### config.mk
export PLATFORM = sky130hd
export DESIGN_NAME = cw_div_multi
export DESIGN_NICKNAME = d
export VERILOG_FILES = /design/src/rtl/cw_div_multi.sv
export SDC_FILE = /design/constraint.sdc
export NUM_CORES = 1
export LEC_CHECK = 0
export ABC_AREA = 1
export CORE_MARGIN = 3
export CORE_UTILIZATION = 61
export CTS_CLUSTER_DIAMETER = 60
export DETAILED_ROUTE_END_ITERATION = 6
export GPL_TIMING_DRIVEN = 1
export HOLD_SLACK_MARGIN = 0.05
export PLACE_DENSITY_LB_ADDON = 0.3
export SLEW_MARGIN = 20
export SYNTH_ARGS = -nofsm -noshare
export SYNTH_HDL_FRONTEND = slang
export SYNTH_SLANG_ARGS = --single-unit
### constraint.sdc
create_clock -name i_Clk -period 3.9 [get_ports i_Clk]
set_input_delay 0.39 -clock i_Clk [delete_from_list [all_inputs] [get_ports i_Clk]]
set_output_delay 0.39 -clock i_Clk [all_outputs]
set_load 0.005 [all_outputs]
### src/rtl/cw_div_multi.sv
// cw_div_multi: multi-channel integer clock divider with near-50% duty output,
// period-start strobe, global enable, synchronous phase alignment and
// divisor changes that only take effect at period boundaries.
module cw_div_multi #(
  parameter int WIDE = 32,
  parameter int CH   = 2
) (
  input  logic               i_Clk,
  input  logic               i_Rst_n,
  input  logic               i_En,
  input  logic               i_Sync,
  input  logic [CH*WIDE-1:0] i_Div,
  output logic [CH-1:0]      o_Clk,
  output logic [CH-1:0]      o_Tick
);

  for (genvar n = 0; n < CH; n++) begin : g_ch
    logic [WIDE-1:0] div_new;
    logic [WIDE-1:0] div_act_q, div_act_d;
    logic [WIDE-1:0] cnt_q, cnt_d;
    logic            clk_q, clk_d;
    logic            tick_q, tick_d;
    logic [WIDE:0]   div_ext;
    logic [WIDE:0]   half;
    logic [WIDE:0]   cnt_inc;
    logic            wrap;
    logic            act_zero, act_one;

    assign div_new  = i_Div[n*WIDE +: WIDE];
    assign div_ext  = {1'b0, div_act_q};
    // Extra bit keeps (D+1)>>1 and cnt+1 exact at the maximum divisor.
    assign half     = (div_ext + {{WIDE{1'b0}}, 1'b1}) >> 1;
    assign cnt_inc  = {1'b0, cnt_q} + {{WIDE{1'b0}}, 1'b1};
    assign wrap     = (cnt_inc == div_ext);
    assign act_zero = (div_act_q == '0);
    assign act_one  = (div_act_q == WIDE'(1));

    // Next-state: sync restart first, then enabled counting per divisor mode.
    always_comb begin
      div_act_d = div_act_q;
      cnt_d     = cnt_q;
      clk_d     = clk_q;
      tick_d    = 1'b0;
      if (i_Sync) begin
        div_act_d = div_new;
        cnt_d     = '0;
        clk_d     = (div_new >= WIDE'(2));
        tick_d    = (div_new != '0);
      end else if (i_En) begin
        if (act_zero) begin
          div_act_d = div_new;
          cnt_d     = (div_new == '0) ? '0 : div_new - WIDE'(1);
          clk_d     = 1'b0;
        end else if (act_one) begin
          div_act_d = div_new;
          cnt_d     = '0;
          clk_d     = (div_new >= WIDE'(2));
          tick_d    = (div_new >= WIDE'(2));
        end else if (wrap) begin
          div_act_d = div_new;
          cnt_d     = '0;
          clk_d     = 1'b1;
          tick_d    = 1'b1;
        end else begin
          cnt_d     = cnt_inc[WIDE-1:0];
          clk_d     = (cnt_inc < half);
        end
      end
    end

    // State register; reset preloads cnt so the first enabled edge wraps.
    always_ff @(posedge i_Clk) begin
      if (!i_Rst_n) begin
        div_act_q <= div_new;
        cnt_q     <= (div_new == '0) ? '0 : div_new - WIDE'(1);
        clk_q     <= 1'b0;
        tick_q    <= 1'b0;
      end else begin
        div_act_q <= div_act_d;
        cnt_q     <= cnt_d;
        clk_q     <= clk_d;
        tick_q    <= tick_d;
      end
    end

    // Divide-by-one passes the gated input clock through; zero stops the channel.
    assign o_Clk[n]  = act_one ? (i_Clk & i_En) : (!act_zero && clk_q);
    assign o_Tick[n] = act_one ? i_En : (!act_zero && tick_q);
  end

endmodule

---- Word-level counts from Yosys, hierarchy flattened ----
Cells that the tools add are included.
cells by class
  magnitude comparators ................... 4
  equality and inequality tests ........... 7
  bitwise gates (word level) .............. 1
  reduce and logical (&&, ||, !) cells .... 15
  mux-type cells .......................... 50
  add/subtract/negate cells ............... 6
operators with widths
  kind                   count
  $mux 32                26
  $add 32x1->33 const B  4
  $logic_not 32->1       4
  $eq 33x32->1           2
  $lt 33x32->1           2
  $eq 32x1->1 const B    2
  $ge 32x2->1 const B    2
  $reduce_bool 32->1     2
  $sub 32x1->32 const B  2
  $mux 1                 24
  $ne 5x1->1 const B     2
  $logic_and 1x1->1      4
  $reduce_and 2->1       2
  $ne 3x1->1 const B     1
  $logic_not 1->1        2
  $reduce_bool 2->1      1
  $and 1x1->1            1
storage, ports and cells
  flip-flop bits (word level) ............. 132
  output and inout port bits .............. 4
  input bits .............................. 68

---- Depth between registers and ports, before layout ----
  word-level depth ........................ 8
  gate-level depth with buffers ........... 24
  mapped depth without buffers ............ 24

==> metrics.csv <==
metric;value;unit
status;finished with violations;
violated checks;DRC;
# rows;54;
Wirelength per Cell;19.5;um
worst min-delay path category;in2reg;
flops & latches, synth;132;
crit path DAT;3.48;ns
syn_nets;2300;
GRT overflow;0;
critical path endpoint category;output port;
number of enable flip-flop cells after synthesis;128;
number of global-route vias before repair;14900;
overall routing resource usage;40.5;%
core area;22200;um^2
pin count of the biggest net entering global routing;33;
Setup crit end;o_Clk[1];
most numerous cell in the Yosys netlist;nand2_1;
Die X;157;um
fin util;73.5;%
fin nets;2429;
dominant cells by area after synthesis;edfxtp_1, nand2_1, nor2_1;
drt first-iter violations;2141;
Hold Startpoint;i_Div[56];
Post-Syn Area per Cell;6.47;um^2
post-synthesis compound-gate area fraction;5.23;%
Layout fillers;1836;
Post-Synth Adder-Cell Area;6.82;%
synthesized cell area;14000;um^2
share of layout cells above drive strength 1;8.27;%
cell count after synthesis;2156;
Worst Setup SP;i_Clk;
Vias/cell;6.03;
post-synth cell types;57;
Worst Setup Path Type;clk2out;
post-synthesis simple-gate area fraction;44.5;%
Synth area leader;edfxtp_1;
Synth Area in XOR/XNOR;7.21;%
via count;15500;
Routed Wire Length;50400;um
Switching Fraction;33.1;%
area share of the largest cell type after synthesis;27.5;%
latest clock arrival within the worst-skew pair;0.55;ns
post-synthesis mux area share;0;%
origin of the critical flop-to-flop path;g_ch[1].div_act_q[2];
DIE AREA;24700;um^2
Worst Skew;0.0115;ns
power share of the sequential group;34.5;%
Internal;3.63;mW
endpoints failing hold;0;
initial antenna violation count;0;
IO Pins;72;
worst-path maximum fanout;2;
leakage;7.69;nW
IR drop worst, VDD;249;uV
main combinational cell family by area after synthesis;simple AND/OR/NAND/NOR gates;
flop-to-flop setup slack;0.16;ns
Final GP Congestion;1.05;
die height;157;um
cells on worst reg2reg path;20;
RSZ-0062 raised after global routing;yes;
Antenna diodes;0;
Clk pin slew, worst setup/hold paths;0.07;ns
worst rel slew slack;40.9;%
global-route wire length before repair;77200;um
CP Launch Type;clock port;
ys flop type;edfxtp_1;
clock share of power;41.6;%
Max Cap Violations;0;
Syn-to-layout area delta;16.8;%
DRC violations left;4;
Initial Util;63.0;%
CP required;3.51;ns
r2r endpoint;g_ch[1].clk_q;
dpl hpwl;39900;um
worst hold margin;0.450;ns
Psw;1.80;mW
Worst Slack Setup Final;0.0303;ns
Synth async-reset ratio;0;%
Port Buffers;71;
CTS tree;done;
Pwr Density;333;nW/um^2
dpl ws;0.0491;ns
Slew @ Worst Pin;0.880;ns
ANT nets after route;0;
Yosys warning total;0;
Seq/Total Area, Yosys;28.1;%
Final setup viols;0;
1st-pass router iterations;7;
Post-synth top cells;nand2_1, nor2_1, inv_1;
Comb power frac;23.9;%
final slew viol count;0;
[sequential cells by signal, indices dropped and copies added (netlist names)]
name	flops
g_ch.cnt_q	64
g_ch.div_act_q	64
g_ch.clk_q	2
g_ch.tick_q	2
[cell families after synthesis]
kind of cell,Yosys count
fa+ha+maj,76
compound gates,129
simple gates,1417
flops,132
xor+xnor,107
buf+inv,295
[stage by stage]
step	instances	instance area, um^2	power (mW)	setup TNS, ns
after floorplan	2156	14000	2.67	0
after global placement	2534	15300	3.10	0
after detailed placement	2534	15300	3.14	0
after CTS	2575	16200	5.36	0
after global routing	2577	16300	5.64	-0.0776
final	2577	16300	5.43	0
[power groups by stage]
| stage | combinational, mW | sequential, mW | clock, mW |
|---|---|---|---|
| finish | 1.30 | 1.87 | 2.26 |
| global route | 1.44 | 1.88 | 2.31 |
| CTS | 1.25 | 1.86 | 2.24 |
| detailed placement | 1.24 | 1.89 | 0.00660 |
| global placement | 1.21 | 1.89 | 0.00660 |
| floorplan | 0.832 | 1.84 | 0.00381 |
[cell type report]
type | count | area (um^2) | area share [%]
clock inverters | 14 | 203 | 1.24
clock buffers | 29 | 696 | 4.27
well taps | 280 | 350 | 2.15
flip-flops and latches | 132 | 3920 | 24.1
inverters | 274 | 1030 | 6.31
repair buffers | 119 | 1090 | 6.70
multi-input cells | 1729 | 9000 | 55.2
[worst min path at each step]
stage | to | slack [ns] | cells past startpoint
after global routing | g_ch[1].div_act_q[24] | 0.46 | 1
after floorplan | g_ch[0].clk_q | 0.49 | 2
after global placement | g_ch[0].clk_q | 0.59 | 4
after CTS | g_ch[1].div_act_q[24] | 0.45 | 1
final | g_ch[1].div_act_q[24] | 0.45 | 1
after detailed placement | g_ch[0].clk_q | 0.57 | 4
[cell usage in the layout, fill, tap and decap left out, types with 5 or more instances in the layout]
cell type	instances
nor2_4	9
nor4_1	17
and2_1	5
edfxtp_1	128
o21ai_0	37
nor2_1	299
buf_4	48
inv_1	268
nand3_2	14
nand4_1	53
nand2_2	22
nand3b_1	9
nand2_1	707
clkbuf_16	27
xor2_1	83
xnor2_1	19
nor3_2	13
nor4_2	5
nor2_2	16
clkdlybuf4s50_1	69
nor3_1	39
nand3_1	191
ha_1	76
a21oi_1	45
o21ai_1	18
a21o_1	6
[what timing repair did]
item,in CTS,in global routing
hold buffers,0,0
endpoints found under the setup margin,2,3
pin swaps,0,2
setup buffers,0,2
gates resized for setup,4,21
cloned,0,0
[per-layer routing]
| metal | part of all wire [%] | vias to the layer above | wire, um | track usage, % |
|---|---|---|---|---|
| li1 | - | 7288 | - | - |
| met1 | 37 | 6966 | 18600 | 48.0 |
| met2 | 46 | 1014 | 23100 | 67.0 |
| met3 | 9.5 | 272 | 4770 | 7.84 |
| met4 | 7.6 | 0 | 3830 | 26.7 |
| met5 | 0 | - | 0 | 0 |
[worst max-delay path: stages]
cell,delay (ns)
clkbuf_16,0.12
clkbuf_16,0.14
clkbuf_16,0.13
clkbuf_16,0.14
clkbuf_16,0.14
clkbuf_16,0.13
nand2_1,0.09
clkbuf_16,0.15
clkbuf_16,0.11
o21ai_0,0.13
clkdlybuf4s15_1,0.25
(Power assumes the default switching activity.)
